[src/rtl/pipe_ctrl_unit.sv]
// Pipelined control unit: decodes the ID opcode and carries the control bundle
// through ID/EX, EX/MEM and MEM/WB with stall, flush, memory-wait and halt handling.
module pipe_ctrl_unit #(
  parameter int MEM_LATENCY = 1,
  parameter int HALT_DRAIN  = 1
) (
  input  logic       clk,
  input  logic       rst_n,
  input  logic [3:0] opcode_id,
  input  logic       valid_id,
  input  logic       stall_id,
  input  logic       flush_id,
  output logic       branch_id,
  output logic       reg_src_id,
  output logic [3:0] alu_op_ex,
  output logic       alu_src_ex,
  output logic       z_en_ex,
  output logic       nv_en_ex,
  output logic       valid_ex,
  output logic       mem_en_mem,
  output logic       mem_wr_mem,
  output logic       valid_mem,
  output logic       mem_busy,
  output logic       reg_write_wb,
  output logic       mem_to_reg_wb,
  output logic       pcs_wb,
  output logic       valid_wb,
  output logic       hold_fetch,
  output logic       halted
);
  localparam logic [1:0] ST_RUN    = 2'd0;
  localparam logic [1:0] ST_DRAIN  = 2'd1;
  localparam logic [1:0] ST_HALTED = 2'd2;
  localparam logic [3:0] OP_HLT    = 4'hF;
  localparam logic [3:0] WAIT_LOAD = 4'(MEM_LATENCY - 1);

  logic [1:0] state_reg;
  logic [3:0] wait_cnt_reg;

  logic mem_en_ex, mem_wr_ex, reg_write_ex, mem_to_reg_ex, pcs_ex, hlt_ex;
  logic reg_write_mem, mem_to_reg_mem, pcs_mem, hlt_mem;
  logic hlt_wb;

  logic dec_alu_src, dec_z_en, dec_nv_en, dec_mem_en, dec_mem_wr;
  logic dec_reg_write, dec_mem_to_reg, dec_pcs, dec_hlt;
  logic accept_id;

  always_comb begin
    dec_alu_src    = opcode_id inside {4'h4, 4'h5, 4'h6, 4'h8, 4'h9, 4'hA, 4'hB};
    dec_z_en       = opcode_id inside {4'h0, 4'h1, 4'h2, 4'h4, 4'h5, 4'h6};
    dec_nv_en      = opcode_id inside {4'h0, 4'h1};
    dec_mem_en     = opcode_id inside {4'h8, 4'h9};
    dec_mem_wr     = (opcode_id == 4'h9);
    dec_reg_write  = !(opcode_id inside {4'h9, 4'hC, 4'hD, 4'hF});
    dec_mem_to_reg = (opcode_id == 4'h8);
    dec_pcs        = (opcode_id == 4'hE);
    dec_hlt        = (opcode_id == OP_HLT);
  end

  assign mem_busy   = (wait_cnt_reg != 4'd0);
  assign halted     = (state_reg == ST_HALTED);
  assign hold_fetch = stall_id | mem_busy | (state_reg != ST_RUN);
  assign branch_id  = valid_id & ((opcode_id == 4'hC) | (opcode_id == 4'hD));
  assign reg_src_id = valid_id & ((opcode_id == 4'hA) | (opcode_id == 4'hB));

  // A memory wait outranks flush/stall; the hazard unit re-asserts them afterwards.
  assign accept_id = valid_id & ~flush_id & ~stall_id & ~mem_busy & (state_reg == ST_RUN);

  always_ff @(posedge clk or negedge rst_n) begin
    if (!rst_n) begin
      alu_op_ex     <= 4'h0;
      alu_src_ex    <= 1'b0;
      z_en_ex       <= 1'b0;
      nv_en_ex      <= 1'b0;
      valid_ex      <= 1'b0;
      mem_en_ex     <= 1'b0;
      mem_wr_ex     <= 1'b0;
      reg_write_ex  <= 1'b0;
      mem_to_reg_ex <= 1'b0;
      pcs_ex        <= 1'b0;
      hlt_ex        <= 1'b0;
    end else if (!mem_busy) begin
      alu_op_ex     <= (accept_id && !dec_hlt) ? opcode_id : 4'h0;
      alu_src_ex    <= accept_id & dec_alu_src;
      z_en_ex       <= accept_id & dec_z_en;
      nv_en_ex      <= accept_id & dec_nv_en;
      valid_ex      <= accept_id;
      mem_en_ex     <= accept_id & dec_mem_en;
      mem_wr_ex     <= accept_id & dec_mem_wr;
      reg_write_ex  <= accept_id & dec_reg_write;
      mem_to_reg_ex <= accept_id & dec_mem_to_reg;
      pcs_ex        <= accept_id & dec_pcs;
      hlt_ex        <= accept_id & dec_hlt;
    end
  end

  always_ff @(posedge clk or negedge rst_n) begin
    if (!rst_n) begin
      mem_en_mem     <= 1'b0;
      mem_wr_mem     <= 1'b0;
      valid_mem      <= 1'b0;
      reg_write_mem  <= 1'b0;
      mem_to_reg_mem <= 1'b0;
      pcs_mem        <= 1'b0;
      hlt_mem        <= 1'b0;
    end else if (!mem_busy) begin
      mem_en_mem     <= mem_en_ex;
      mem_wr_mem     <= mem_wr_ex;
      valid_mem      <= valid_ex;
      reg_write_mem  <= reg_write_ex;
      mem_to_reg_mem <= mem_to_reg_ex;
      pcs_mem        <= pcs_ex;
      hlt_mem        <= hlt_ex;
    end
  end

  // Counter loads as a memory op enters MEM, so it occupies MEM for MEM_LATENCY cycles.
  always_ff @(posedge clk or negedge rst_n) begin
    if (!rst_n) begin
      wait_cnt_reg <= 4'd0;
    end else if (mem_busy) begin
      wait_cnt_reg <= wait_cnt_reg - 4'd1;
    end else if (valid_ex && mem_en_ex) begin
      wait_cnt_reg <= WAIT_LOAD;
    end
  end

  always_ff @(posedge clk or negedge rst_n) begin
    if (!rst_n) begin
      reg_write_wb  <= 1'b0;
      mem_to_reg_wb <= 1'b0;
      pcs_wb        <= 1'b0;
      valid_wb      <= 1'b0;
      hlt_wb        <= 1'b0;
    end else begin
      reg_write_wb  <= reg_write_mem & ~mem_busy;
      mem_to_reg_wb <= mem_to_reg_mem & ~mem_busy;
      pcs_wb        <= pcs_mem & ~mem_busy;
      valid_wb      <= valid_mem & ~mem_busy;
      hlt_wb        <= hlt_mem & ~mem_busy;
    end
  end

  always_ff @(posedge clk or negedge rst_n) begin
    if (!rst_n) begin
      state_reg <= ST_RUN;
    end else begin
      case (state_reg)
        ST_RUN: begin
          if (accept_id && dec_hlt) state_reg <= ST_DRAIN;
        end
        ST_DRAIN: begin
          if (HALT_DRAIN == 0 || (valid_wb && hlt_wb)) state_reg <= ST_HALTED;
        end
        default: state_reg <= ST_HALTED;
      endcase
    end
  end

endmodule

[config.mk]
export PLATFORM = sky130hd
export DESIGN_NAME = pipe_ctrl_unit
export DESIGN_NICKNAME = d
export VERILOG_FILES = /design/src/rtl/pipe_ctrl_unit.sv
export SDC_FILE = /design/constraint.sdc
export NUM_CORES = 1
export LEC_CHECK = 0
export CAP_MARGIN = 5
export CORE_ASPECT_RATIO = 1.75
export CORE_MARGIN = 5
export CORE_UTILIZATION = 39
export CTS_BUF_LIST = sky130_fd_sc_hd__clkbuf_4 sky130_fd_sc_hd__clkbuf_8
export CTS_CLUSTER_DIAMETER = 50
export DETAILED_ROUTE_END_ITERATION = 7
export PLACE_DENSITY = 0.72
export SYNTH_ARGS = -nofsm -noshare
export SYNTH_HDL_FRONTEND = slang
export SYNTH_SLANG_ARGS = --single-unit
[constraint.sdc]
create_clock -name clk -period 1.8 [get_ports clk]
set_input_delay 0.18 -clock clk [delete_from_list [all_inputs] [get_ports clk]]
set_output_delay 0.18 -clock clk [all_outputs]
set_load 0.02 [all_outputs]
**After elaboration in Yosys (flattened, before gate mapping)**

Cells that the tools add are included.

- Register bits after elaboration: 32
- Logic and storage cells: 93
- Output and inout port bits: 20

- Bitwise logic cells: 27
- Equality and inequality tests: 17
- Add/sub/neg operators: 1
- Multiplexer cells: 6
- Reductions and logical operators: 17

Operator list:

| operator | number |
|---|---|
| 4-bit equality test (second input constant) | 8 |
| 1-bit bitwise AND | 20 |
| 4-bit by 3-bit equality test with 1-bit output (second input constant) | 3 |
| 4-bit two-way mux | 3 |
| 2-bit nonzero test | 4 |
| 4-bit nonzero test | 2 |
| 7-bit nonzero test | 1 |
| 6-bit nonzero test | 1 |
| 4-bit by 1-bit equality test with 1-bit output (second input constant) | 1 |
| 4-bit by 2-bit equality test with 1-bit output (second input constant) | 1 |
| 1-bit logical AND | 4 |
| 4-bit logical NOT | 1 |
| 2-bit two-way mux | 2 |
| 1-bit OR | 4 |
| 2-bit case mux with 2 select lines | 1 |
| 4-bit by 1-bit subtractor with 4-bit output (second input constant) | 1 |
| 1-bit NOT | 3 |
| 2-bit by 1-bit equality test with 1-bit output (second input constant) | 1 |
| 2-bit equality test (second input constant) | 1 |
| 1-bit logical NOT | 2 |
| 2-bit logical NOT | 1 |
| 2-bit by 1-bit inequality test with 1-bit output (second input constant) | 1 |
| 2-bit inequality test (second input constant) | 1 |
| 2-bit AND reduction | 1 |

**Logic depth before layout (Yosys ltp)**

- Depth after elaboration: 8
- Gate-level depth with buffers: 5
- Depth with buffers taken out: 4

**Least setup slack after synthesis**

OpenSTA, ideal clock, no wires.

- Path type: register -> output
- From: reg wait_cnt_reg[1]
- To: out hold_fetch
- Path buffers: 2
- Data required time: 1.620 ns
- Stages on the path, launching flop included: 5
- Path slack: 0.441 ns
- Data arrival time: 1.179 ns
- Cell sequence: dfrtp_1 > nor4_4 > buf_6 > buf_4 > nand2_1

- Longest elaborated chain between the ends: 3

Ends and longest elaborated chain:

| element | line | text |
|---|---|---|
| start: declaration | 38 | `logic [3:0] wait_cnt_reg;` |
| start signal: assignment | 122 | `wait_cnt_reg <= wait_cnt_reg - 4'd1;` |
| 4-bit nonzero test | 60 | `assign mem_busy = (wait_cnt_reg != 4'd0);` |
| 1-bit OR (2 in series) | 62 | `assign hold_fetch = stall_id \| mem_busy \| (state_reg != ST_RUN);` |
| end: declaration | 28 | `output logic hold_fetch,` |

No other way between the ends.

**Worst setup path after layout**

- From: reg wait_cnt_reg[3]
- To: out hold_fetch

Same word-level chain as after synthesis.

==> metrics.md <==
| Metric | Value |
|---|---|
| Root Buffer | clkbuf_8 |
| Maxcap violations | 0 |
| CTS tree | done |
| Final Critical Period | between 1.5 and 2 ns |
| R2r worst-path depth | 5 |
| Area share of the largest cell type after synthesis | 59.31% |
| Cells after Synth | 131 |
| Area contributors post-synth | dfrtp_1 (59%), nand2_1 (13%), o21ai_0 (4.1%), and2_1 (2.3%), nor2b_1 (1.9%) |
| Share of cells above drive strength 1 | about 16% |
| Leakage | 0.8779 nW |
| TritonCTS Buffers | 5 |
| Clock Power Share | 42.8% |
| TritonCTS Sinks | 32 |
| Setup-failing EPs final | 0 |
| Ports | 29 |
| Crit path kind | reg -> out |
| Max_slew headroom | 73.12% |
| Sequential share of the synthesized area | 59.31% |
| Synth cell types | 30 |
| Leading area contributor after synthesis | dfrtp_1 |
| Num rows | 28 |
| Reg2reg setup slack | 0.17 ns |
| Vias in the first global route | 1126 |
| Area Growth Syn to Fin | 35.59% |
| WL per Instance | approximately 13 um |
| RSZ-0062 raised after global routing | false |
| Port bufs | 28 |
| DRT Pass-1 Iters | 4 |
| Fin. max-slew vios | 0 |
| Worst slew pin tran | between 0.4 and 0.5 ns |
| Switching share of total power | roughly a fifth |
| Final setup TNS | 0 ns |
| Clk_skew | roughly 0.0029 ns |
| FF+latch area | between 800 and 900 um2 |
| Fin crit share | 94.22% |
| Crit Reg-Reg Startpoint | wait_cnt_reg[3] |
| Power Dens Cells | between 700 and 800 nW/um2 |
| Die area | approximately 4800 um2 |
| Routed WL | around 2700 um |
| Critical Path RT | around 1.6 ns |
| Die height | 87.83 um |
| Drt drc | 0 |
| # fillers | between 300 and 400 |
| Post-CTS Hold Buffers | 0 |
| Avg Cell Area, Syn | 10.31 um2 |
| Syn nets | 140 |
| Starting Density | 40.14% |
| Tot Pwr | roughly 1.4 mW |
| Remaining global-route overflow | 0 |
| Gr usage total | approximately 14% |
| Post-synthesis cell area | between 1000 and 1500 um2 |
| Initial antenna violation count | 0 |
| Synth warnings | 0 |
| CP Data Arrival Time | 1.52 ns |
| Final ANT Viol Nets | 0 |
| CP Max Fanout | 4 |
| Reg-to-Reg End | pcs_ex |
| Yosys reg bits | 32 |
| Clock Latency Late Sink | between 0.2 and 0.3 ns |
| Internal power | between 1 and 1.5 mW |
| H-Tree Depth | 2 |
| Switching pwr | approximately 290 uW |
| Nets@finish | between 150 and 200 |
| # diodes | 0 |
| Status | finished, final reports clean |
| Hold slack | slightly above 0.3 ns |
| Core area | between 3000 and 4000 um2 |
| Final hold vios | 0 |
| Initial DRC Count | 15 |
| Logic pwr share | about 5% |
| Dpl ws | -0.008377 ns |
| Sequential power share | between 50 and 60% |
| Vias/cell | slightly below 5 |
| Final Wtd Congestion | ~0.82 |
| Setup crit end kind | primary output |
| Largest net degree at the start of global routing | 33 |
| CTS clock-pin slew for the worst setup and hold paths | 0.06 ns |
| Worst min path class | in -> async |
| Post-Route Utilization | 54.43% |
| First-pass GRT wire length | between 4000 and 5000 um |
| Vias | 1075 |
| Bufs on Longest Clock Path | 2 |
| CP Launch Type | flip-flop |
| VDD IR max | approximately 0.55 mV |
| Post-DP HPWL | 2014 um |
| Area of the multi-input gates | about 510 um2 |
| Fmax | roughly 600 MHz |
| Setup ws final | between 0.1 and 0.15 ns |
| Die Wd | around 54 um |
==> placed cells by master, fill, tap and decap left out, types with 2 or more instances in the layout <==
cell | netlist | routed
nor2_1 | 2 | 2
clkbuf_4 | 0 | 2
buf_4 | 1 | 12
a21oi_1 | 2 | 2
o21ai_0 | 11 | 11
nor2b_1 | 4 | 4
nand3b_1 | 2 | 2
clkdlybuf4s50_1 | 0 | 25
dlygate4sd2_1 | 0 | 3
nand3_1 | 4 | 4
and2_1 | 5 | 5
clkbuf_8 | 0 | 6
nand2_1 | 45 | 45
dfrtp_1 | 32 | 32
==> routing by layer <==
metal / global-route usage [%] / wire length, um / vias up
met5: 0 / 0 / -
met2: 23.01 / 1416 / 37
li1: - / - / 516
met3: 5.281 / 153 / 12
met1: 13.89 / 1088 / 510
met4: 8.390 / 87 / 0
==> cells in the mapped netlist <==
cell	count
a21boi_0	1
a21oi_1	2
a31o_2	1
and2_1	5
and3_1	1
and4b_1	1
buf_2	2
buf_4	1
buf_6	1
clkbuf_1	3
dfrtp_1	32
inv_2	1
mux2_2	1
nand2_1	45
nand2b_1	1
nand3_1	4
nand3_4	1
nand3b_1	2
nand4_1	1
nor2_1	2
nor2b_1	4
nor3_4	1
nor4_4	1
o21ai_0	11
o21bai_1	1
o31a_1	1
o31ai_1	1
o31ai_2	1
o41ai_1	1
o41ai_2	1
==> per-stage QoR <==
step	std cells	instance area, um2
floorplan	131	1350
global placement	207	1722
detailed placement	207	1722
CTS	217	1831
global route	217	1831
finish	217	1831
==> what timing repair did <==
| action | CTS | global route |
|---|---|---|
| setup endpoints to repair | 3 | 0 |
| buffers inserted | 2 | 0 |
| gates resized for setup | 3 | 0 |
==> critical path, stage by stage, from the launching register on <==
cell	delay, ns
dfrtp_1	0.43
nor4_4	0.39
nand2_1	0.08
dlygate4sd2_1	0.33
==> kinds of logic (layout without fill, tap and decap cells) <==
family / Yosys count / in the layout / share of synthesized area [%]
simple gates: 69 / 69 / 26.04
compound gates: 21 / 21 / 10.57
mux: 1 / 1 / 0.8340
flops: 32 / 32 / 59.31
buf+inv: 8 / 49 / 3.244
==> power by group through the flow <==
| stage | clock, mW | sequential, mW | combinational, mW |
|---|---|---|---|
| floorplan | 0 | 0.733 | 0.0219 |
| global placement | 0 | 0.732 | 0.0698 |
| detailed placement | 0 | 0.732 | 0.0715 |
| CTS | 0.605 | 0.719 | 0.0711 |
| global route | 0.635 | 0.719 | 0.0780 |
| finish | 0.590 | 0.719 | 0.0701 |
==> cell type report <==
| type | instances | share of cell area, % |
|---|---|---|
| well taps | 45 | 3.076 |
| multi-input cells | 91 | 27.61 |
| clock buffers | 8 | 5.331 |
| inverters | 1 | 0.2051 |
| repair buffers | 40 | 20.03 |
| flip-flops and latches | 32 | 43.75 |
==> worst max path at each step <==
stage | to | depth (start not counted) | start | slack (ns)
5_1_grt | hold_fetch | 3 | wait_cnt_reg[0] | 0.01
2_1_floorplan | hold_fetch | 4 | wait_cnt_reg[1] | 0.44
6_report | hold_fetch | 3 | wait_cnt_reg[3] | 0.10
4_1_cts | hold_fetch | 3 | wait_cnt_reg[3] | 0.09
3_3_place_gp | reg_src_id | 4 | opcode_id[3] | -0.008
3_5_place_dp | reg_src_id | 4 | opcode_id[3] | -0.008
(Power assumes the default switching activity.)
